**config.mk**
```make
export PLATFORM = sky130hd
export DESIGN_NAME = wbgpio_irqctl_flat
export DESIGN_NICKNAME = d
export VERILOG_FILES = /design/src/rtl/wbgpio_pkg.sv /design/src/rtl/wbgpio_irqctl_if.sv /design/src/rtl/gpio_debounce.sv /design/src/rtl/wbgpio_irqctl.sv /design/src/flat_wrapper.sv
export SDC_FILE = /design/constraint.sdc
export NUM_CORES = 1
export LEC_CHECK = 0
export CAP_MARGIN = 20
export CELL_PAD_IN_SITES_DETAIL_PLACEMENT = 1
export CELL_PAD_IN_SITES_GLOBAL_PLACEMENT = 1
export CORE_MARGIN = 2
export CORE_UTILIZATION = 47
export DETAILED_ROUTE_END_ITERATION = 7
export PLACE_DENSITY = 0.8
export SLEW_MARGIN = 15
export SYNTH_ARGS = -nofsm -noshare
export SYNTH_HDL_FRONTEND = slang
export SYNTH_SLANG_ARGS = --single-unit
```
**constraint.sdc**
```tcl
create_clock -name i_clk -period 2.2 [get_ports i_clk]
set_clock_uncertainty 0.1 [all_clocks]
set_input_delay 0.55 -clock i_clk [delete_from_list [all_inputs] [get_ports i_clk]]
set_output_delay 0.55 -clock i_clk [all_outputs]
set_load 0.01 [all_outputs]
```
**src/rtl/wbgpio_pkg.sv**
```systemverilog
// Shared register map and bus helpers for the Wishbone GPIO interrupt controller.
package wbgpio_pkg;

  localparam int WB_DW = 32;

  localparam logic [1:0] ADDR_DATA = 2'd0;
  localparam logic [1:0] ADDR_PEND = 2'd1;
  localparam logic [1:0] ADDR_MASK = 2'd2;
  localparam logic [1:0] ADDR_CFG  = 2'd3;

  // Lower half-word fields are only updated when both low byte lanes are selected.
  function automatic logic sel_lo(input logic [3:0] sel);
    return sel[0] & sel[1];
  endfunction

  function automatic logic sel_hi(input logic [3:0] sel);
    return sel[2] & sel[3];
  endfunction

endpackage

```
**src/rtl/wbgpio_irqctl_if.sv**
```systemverilog
// Wishbone pipelined slave bundle between a bus master and the GPIO controller.
interface wbgpio_irqctl_if;

  logic                        i_wb_cyc;
  logic                        i_wb_stb;
  logic                        i_wb_we;
  logic [1:0]                  i_wb_addr;
  logic [wbgpio_pkg::WB_DW-1:0] i_wb_data;
  logic [3:0]                  i_wb_sel;
  logic                        o_wb_stall;
  logic                        o_wb_ack;
  logic [wbgpio_pkg::WB_DW-1:0] o_wb_data;

  modport master (
    output i_wb_cyc, i_wb_stb, i_wb_we, i_wb_addr, i_wb_data, i_wb_sel,
    input  o_wb_stall, o_wb_ack, o_wb_data
  );

  modport slave (
    input  i_wb_cyc, i_wb_stb, i_wb_we, i_wb_addr, i_wb_data, i_wb_sel,
    output o_wb_stall, o_wb_ack, o_wb_data
  );

endinterface

```
**src/rtl/gpio_debounce.sv**
```systemverilog
// One pin: two-flop synchronizer followed by a tick-paced three-sample debouncer.
module gpio_debounce (
  input  logic i_clk,
  input  logic i_reset_n,
  input  logic i_tick,
  input  logic i_pin,
  output logic o_state,
  output logic o_rise,
  output logic o_fall
);

  logic [1:0] sync;
  logic [1:0] cnt;
  logic       differ;
  logic       flip;

  assign differ = sync[1] != o_state;
  assign flip   = i_tick && differ && (cnt == 2'd2);

  // Edge pulses line up with the new debounced value so pending logic sees them one cycle later.
  always_ff @(posedge i_clk or negedge i_reset_n) begin
    if (!i_reset_n) begin
      sync    <= 2'b00;
      cnt     <= 2'd0;
      o_state <= 1'b0;
      o_rise  <= 1'b0;
      o_fall  <= 1'b0;
    end else begin
      sync   <= {sync[0], i_pin};
      o_rise <= flip && !o_state;
      o_fall <= flip && o_state;
      if (i_tick) begin
        if (flip) begin
          cnt     <= 2'd0;
          o_state <= ~o_state;
        end else if (differ) begin
          cnt <= cnt + 2'd1;
        end else begin
          cnt <= 2'd0;
        end
      end
    end
  end

endmodule

```
**src/rtl/wbgpio_irqctl.sv**
```systemverilog
// Wishbone GPIO input block: debounced pins, edge-pending bits with W1C, masked interrupt.
module wbgpio_irqctl
  import wbgpio_pkg::*;
#(
  parameter int          NIN         = 16,
  parameter logic [15:0] DEFAULT_LIM = 16'd999
) (
  input  logic            i_clk,
  input  logic            i_reset_n,
  wbgpio_irqctl_if.slave  wb,
  input  logic [NIN-1:0]  i_gpio,
  output logic            o_int
);

  logic           accept;
  logic           wr_en;
  logic           wr_pend;
  logic           wr_mask;
  logic           wr_lim;
  logic           wr_pol;
  logic           tick;
  logic [15:0]    lim;
  logic [15:0]    presc;
  logic [NIN-1:0] pol;
  logic [NIN-1:0] mask;
  logic [NIN-1:0] pend;
  logic [NIN-1:0] deb;
  logic [NIN-1:0] rise;
  logic [NIN-1:0] fall;
  logic [NIN-1:0] set_bits;
  logic [NIN-1:0] clr_bits;
  logic           ack_q;
  logic [31:0]    rdata;
  logic [31:0]    rdata_q;

  assign accept  = wb.i_wb_cyc & wb.i_wb_stb;
  assign wr_en   = accept & wb.i_wb_we;
  assign wr_pend = wr_en && (wb.i_wb_addr == ADDR_PEND) && sel_lo(wb.i_wb_sel);
  assign wr_mask = wr_en && (wb.i_wb_addr == ADDR_MASK) && sel_lo(wb.i_wb_sel);
  assign wr_lim  = wr_en && (wb.i_wb_addr == ADDR_CFG)  && sel_lo(wb.i_wb_sel);
  assign wr_pol  = wr_en && (wb.i_wb_addr == ADDR_CFG)  && sel_hi(wb.i_wb_sel);

  assign tick     = (presc == lim);
  assign set_bits = (rise & pol) | (fall & ~pol);
  assign clr_bits = wr_pend ? wb.i_wb_data[NIN-1:0] : '0;

  genvar gi;
  generate
    for (gi = 0; gi < NIN; gi++) begin : gen_pin
      gpio_debounce u_deb (
        .i_clk     (i_clk),
        .i_reset_n (i_reset_n),
        .i_tick    (tick),
        .i_pin     (i_gpio[gi]),
        .o_state   (deb[gi]),
        .o_rise    (rise[gi]),
        .o_fall    (fall[gi])
      );
    end
  endgenerate

  // A LIM write restarts the count so the new period starts cleanly from zero.
  always_ff @(posedge i_clk or negedge i_reset_n) begin
    if (!i_reset_n) begin
      presc <= '0;
    end else if (wr_lim || tick) begin
      presc <= '0;
    end else begin
      presc <= presc + 16'd1;
    end
  end

  // Set wins over a same-cycle W1C because it is OR-ed in after the clear.
  always_ff @(posedge i_clk or negedge i_reset_n) begin
    if (!i_reset_n) begin
      lim   <= DEFAULT_LIM;
      pol   <= '1;
      mask  <= '0;
      pend  <= '0;
      o_int <= 1'b0;
    end else begin
      if (wr_lim) lim <= wb.i_wb_data[15:0];
      if (wr_pol) pol <= wb.i_wb_data[16 +: NIN];
      if (wr_mask) mask <= wb.i_wb_data[NIN-1:0];
      pend  <= (pend & ~clr_bits) | set_bits;
      o_int <= |(pend & mask);
    end
  end

  always_comb begin
    rdata = '0;
    case (wb.i_wb_addr)
      ADDR_DATA: rdata[NIN-1:0] = deb;
      ADDR_PEND: rdata[NIN-1:0] = pend;
      ADDR_MASK: rdata[NIN-1:0] = mask;
      ADDR_CFG: begin
        rdata[15:0]     = lim;
        rdata[16 +: NIN] = pol;
      end
      default: rdata = '0;
    endcase
  end

  always_ff @(posedge i_clk or negedge i_reset_n) begin
    if (!i_reset_n) begin
      ack_q   <= 1'b0;
      rdata_q <= '0;
    end else begin
      ack_q <= accept;
      if (accept) rdata_q <= rdata;
    end
  end

  // A master abandoning the cycle must never see a stray ack.
  assign wb.o_wb_stall = 1'b0;
  assign wb.o_wb_ack   = ack_q & wb.i_wb_cyc;
  assign wb.o_wb_data  = rdata_q;

endmodule

```
**src/flat_wrapper.sv**
```systemverilog
// flat-port wrapper written by rule: the top's interface ports become plain ports
module wbgpio_irqctl_flat import wbgpio_pkg::*;
#(
  parameter int          NIN         = 16,
  parameter logic [15:0] DEFAULT_LIM = 16'd999
)
  (i_clk, i_reset_n, i_gpio, o_int, wb_i_wb_cyc, wb_i_wb_stb, wb_i_wb_we, wb_i_wb_addr, wb_i_wb_data, wb_i_wb_sel, wb_o_wb_stall, wb_o_wb_ack, wb_o_wb_data);
  wbgpio_irqctl_if wb_i ();
  input  logic i_clk;
  input  logic i_reset_n;
  input  logic [NIN-1:0] i_gpio;
  output logic o_int;
  input wire logic [$bits(wb_i.i_wb_cyc)-1:0] wb_i_wb_cyc;
  input wire logic [$bits(wb_i.i_wb_stb)-1:0] wb_i_wb_stb;
  input wire logic [$bits(wb_i.i_wb_we)-1:0] wb_i_wb_we;
  input wire logic [$bits(wb_i.i_wb_addr)-1:0] wb_i_wb_addr;
  input wire logic [$bits(wb_i.i_wb_data)-1:0] wb_i_wb_data;
  input wire logic [$bits(wb_i.i_wb_sel)-1:0] wb_i_wb_sel;
  output wire logic [$bits(wb_i.o_wb_stall)-1:0] wb_o_wb_stall;
  output wire logic [$bits(wb_i.o_wb_ack)-1:0] wb_o_wb_ack;
  output wire logic [$bits(wb_i.o_wb_data)-1:0] wb_o_wb_data;
  assign wb_i.i_wb_cyc = wb_i_wb_cyc;
  assign wb_i.i_wb_stb = wb_i_wb_stb;
  assign wb_i.i_wb_we = wb_i_wb_we;
  assign wb_i.i_wb_addr = wb_i_wb_addr;
  assign wb_i.i_wb_data = wb_i_wb_data;
  assign wb_i.i_wb_sel = wb_i_wb_sel;
  assign wb_o_wb_stall = wb_i.o_wb_stall;
  assign wb_o_wb_ack = wb_i.o_wb_ack;
  assign wb_o_wb_data = wb_i.o_wb_data;
  wbgpio_irqctl #(.NIN(NIN), .DEFAULT_LIM(DEFAULT_LIM)) u_core (.i_clk(i_clk), .i_reset_n(i_reset_n), .wb(wb_i), .i_gpio(i_gpio), .o_int(o_int));
endmodule
```
==> key figures <==
Floorplan
  • Initial core utilization: 0.474
  • Die area: 0.0214 mm²
  • Row cnt: 52
  • Core Area: 0.0200 mm²
  • Die Wd: 146 µm
  • Die height: 146 µm
  • # IOs: 94

Logic synthesis
  • Synthesized cell area: 0.00950 mm²
  • Fraction of registers with async set/reset: 1.00
  • Post-synth top area cell: dfrtp_1
  • Post-synthesis mux area share: 0.136
  • Synth Area in Adders: 0.0224
  • Syn. warnings: 0
  • Post-synthesis simple-gate area fraction: 0.129
  • Synth Area in Compound Gates: 0.0598
  • Sequential-to-total area share from yosys stat: 0.598
  • FF+latch count, synth: 226
  • Net Count, Synth: 806
  • Top cell type's share of synthesized area: 0.532
  • Top cells by count, synth: dfrtp_1 (202), nand2_1 (76), mux2_2 (71)
  • Count leader, synth: dfrtp_1
  • Area contributors post-synth: dfrtp_1 (53%), mux2_2 (8.4%), dfstp_2 (6.6%)
  • Main combinational cell family by area after synthesis: multiplexers
  • Post-Syn Instances: 730
  • Main synth FF type: dfrtp_1
  • EDFF count, synth: 0
  • Xor and xnor area share after synthesis: 0.0284
  • Count of cell types in the netlist: 40
  • Mean Syn Cell Area: 13.0 µm²

Placed design
  • Placed Cells: 1104
  • Port bufs: 92
  • Post-DP Area: 0.0110 mm²
  • Routability cong.: 0.827
  • DP HPWL: 17.5 mm

CTS
  • Clk Tree Root Cell: clkbuf_16
  • H-tree depth: 1
  • Max clock buf depth: 3
  • CTS Buf Count: 25
  • CTS Sinks: 226
  • Reg clk slew, reported paths: 0.06 ns
  • Clk_lat worst skew: 0.52 ns
  • TritonCTS clock tree: built

Routing
  • Drt wl/cell: 24.1 µm
  • Residual DRC: 0
  • Via count: 6510
  • Initial DRC count: 287
  • Vias per cell: 5.58
  • Total Wirelength: 28.1 mm
  • Drt first pass iters: 5
  • Routed Antenna Nets: 0

Timing
  • Worst setup margin: -0.0888 ns
  • RSZ-0062 raised after global routing: yes
  • Relative slew slack: 0.488
  • Setup-failing EPs final: 34
  • Final Hold Vio Count: 0
  • Tcrit/Tclk final: 1.04
  • Max-slew violations: 0
  • Slew at the pin closest to its max-slew limit: 0.769 ns
  • Achievable Freq: 0.437 GHz
  • Fin crit period: 2.29 ns

Layout
  • Fraction of layout cells with a size suffix above 1: 0.289
  • Cell Count, Final, Fillers Out: 1167
  • Filler cells: 2007
  • Multi-input gate area: 0.00374 mm²
  • Fin util: 0.613
  • ANT cells: 0
  • Final Net Count: 955
  • FF/Latch Area: 0.00569 mm²
  • Area grow syn2layout: 29.2%
  • Fin area: 0.0123 mm²

GRT
  • Total track usage: 0.250
  • Largest net degree at the start of global routing: 60
  • Gr ovfl total: 0
  • Vias in the first global route: 7293
  • Initial antenna violation count: 0
  • First-pass GRT wire length: 41.5 mm

Worst setup path
  • Crit-path max FO: 8
  • CP dominant cell by count: buf_4
  • Slowest stage delay, CP: 0.55 ns
  • Required time worst endpoint: 2.54 ns
  • Worst path slowest cell: dfstp_2
  • Worst setup EP type: register
  • Crit path DAT: 2.63 ns
  • Critical path type: reg2reg
  • Setup crit start kind: register
  • Cell Chain, Critical Path: xnor2_1 > nand4_1 > nor4_4 > buf_4 > buf_12 > bufbuf_16 > buf_4 > nand3_1 > o21ai_1

Flow run
  • Max Cap Viol: 0

Pwr
  • VDD IR-drop max: 0.000524 V
  • P per Cell Area: 979 mW/mm²
  • Leak Pwr: 5.67 nW
  • Power Total: 12.0 mW

Outcome
  • Failing checks: setup timing
  • Status: complete, but fails checks

Hold path
  • Min-Delay Path Class: reg2reg
## worst paths after layout
check                      slack [ns]                         endpoint                             from  depth (start not counted)
max                             -0.09   u_core.gen_pin[9].u_deb.cnt[0]                    u_core.lim[0]                          9
min                              0.25  u_core.gen_pin[6].u_deb.sync[1]  u_core.gen_pin[6].u_deb.sync[0]                          0
max reg2reg                     -0.09   u_core.gen_pin[9].u_deb.cnt[0]                    u_core.lim[0]                          9
min reg2reg                      0.25  u_core.gen_pin[6].u_deb.sync[1]  u_core.gen_pin[6].u_deb.sync[0]                          0
max in group asynchronous        0.82                    u_core.pol[8]                        i_reset_n                          3
min in group asynchronous        0.47          u_core.wb.o_wb_data[17]                        i_reset_n                          2
## sequential cells by signal (all words and copies together), names as in the netlist
| signal | cells |
|---|---|
| u_core.gen_pin.u_deb.o_rise | 16 |
| u_core.wb.o_wb_data | 32 |
| u_core.ack_q | 1 |
| u_core.pol | 16 |
| u_core.gen_pin.u_deb.sync | 32 |
| u_core.o_int | 1 |
| u_core.pend | 16 |
| u_core.gen_pin.u_deb.cnt | 32 |
| u_core.lim | 16 |
| u_core.gen_pin.u_deb.o_fall | 16 |
| u_core.presc | 16 |
| u_core.gen_pin.u_deb.o_state | 16 |
| u_core.mask | 16 |
## worst max-delay path, delay by kind of cell (launching register included)
kind / cells / cell delay, ns
buf+inv: 4 / 0.73
compound gates: 1 / 0.09
flops: 1 / 0.55
xor+xnor: 1 / 0.15
simple gates: 3 / 0.59
## metrics by stage
stage,hold slack [ns],TNS (ns),setup WS [ns]
after global routing,0.255,-7.86,-0.194
after global placement,0.231,-10.32,-0.188
after detailed placement,0.236,-16.69,-0.269
after floorplan,0.154,0,0.101
final,0.247,-1.46,-0.0888
after CTS,0.249,-0.329,-0.0427
## power breakdown
| group | total, mW | switching (mW) | internal, mW |
|---|---|---|---|
| Combinational | 2.30 | 1.12 | 1.18 |
| Sequential | 5.38 | 0.597 | 4.78 |
| Clock | 4.34 | 1.71 | 2.63 |
| Total | 12.0 | 3.43 | 8.59 |
## kinds of logic (layout without fill, tap and decap cells)
family                   Yosys count  in the layout
XOR/XNOR                          30             30
flip-flops                       226            226
AND/OR/NAND/NOR                  239            239
adder cells (fa/ha/maj)           17             17
multiplexers                      96             96
AO/OA/AOI/OAI                     77             77
other                              1              1
buffers and inverters             44            211
## per-layer routing
layer / wire (µm) / GRT usage / up-vias
met4: 907 / 0.0961 / 0
met5: 0 / 0 / -
li1: - / - / 2829
met3: 1560 / 0.0431 / 60
met1: 11000 / 0.307 / 3422
met2: 14600 / 0.441 / 199
## cells in the final DEF (no fill, tap or decap), types with 7 or more instances in the layout
cell type | synthesis | routed
buf_12 | 1 | 12
o21ai_0 | 16 | 13
mux2_2 | 71 | 56
nor2_1 | 52 | 41
nand2_2 | 2 | 7
xnor2_1 | 19 | 14
nand3_1 | 23 | 23
mux2_4 | 9 | 24
clkdlybuf4s50_1 | 0 | 90
dfstp_2 | 24 | 24
buf_4 | 9 | 36
clkbuf_16 | 0 | 27
nor2b_1 | 27 | 27
a22o_1 | 20 | 20
a21oi_1 | 16 | 16
xor2_1 | 10 | 10
nand2_4 | 9 | 10
dfrtp_1 | 202 | 202
nor2_2 | 0 | 9
nand4_1 | 8 | 8
ha_1 | 17 | 17
a221o_1 | 16 | 16
nand2b_1 | 32 | 32
mux4_2 | 16 | 16
nand2_1 | 76 | 70
inv_1 | 18 | 18
## final cells by class
class	instances	area share
Clock inverter	12	0.0117
Tap cell	270	0.0275
Clock buffer	33	0.0583
Sequential cell	226	0.463
Inverter	19	0.00581
Multi-Input combinational cell	460	0.305
Timing Repair Buffer	147	0.129
## what timing repair did
item	in CTS	in global routing
gates resized for setup	12	36
cloned	2	2
hold endpoints to repair	43	0
hold buffers	1	0
buffers inserted	6	7
pin swaps	4	4
endpoints found under the setup margin	41	59
(Power assumes the default switching activity.)
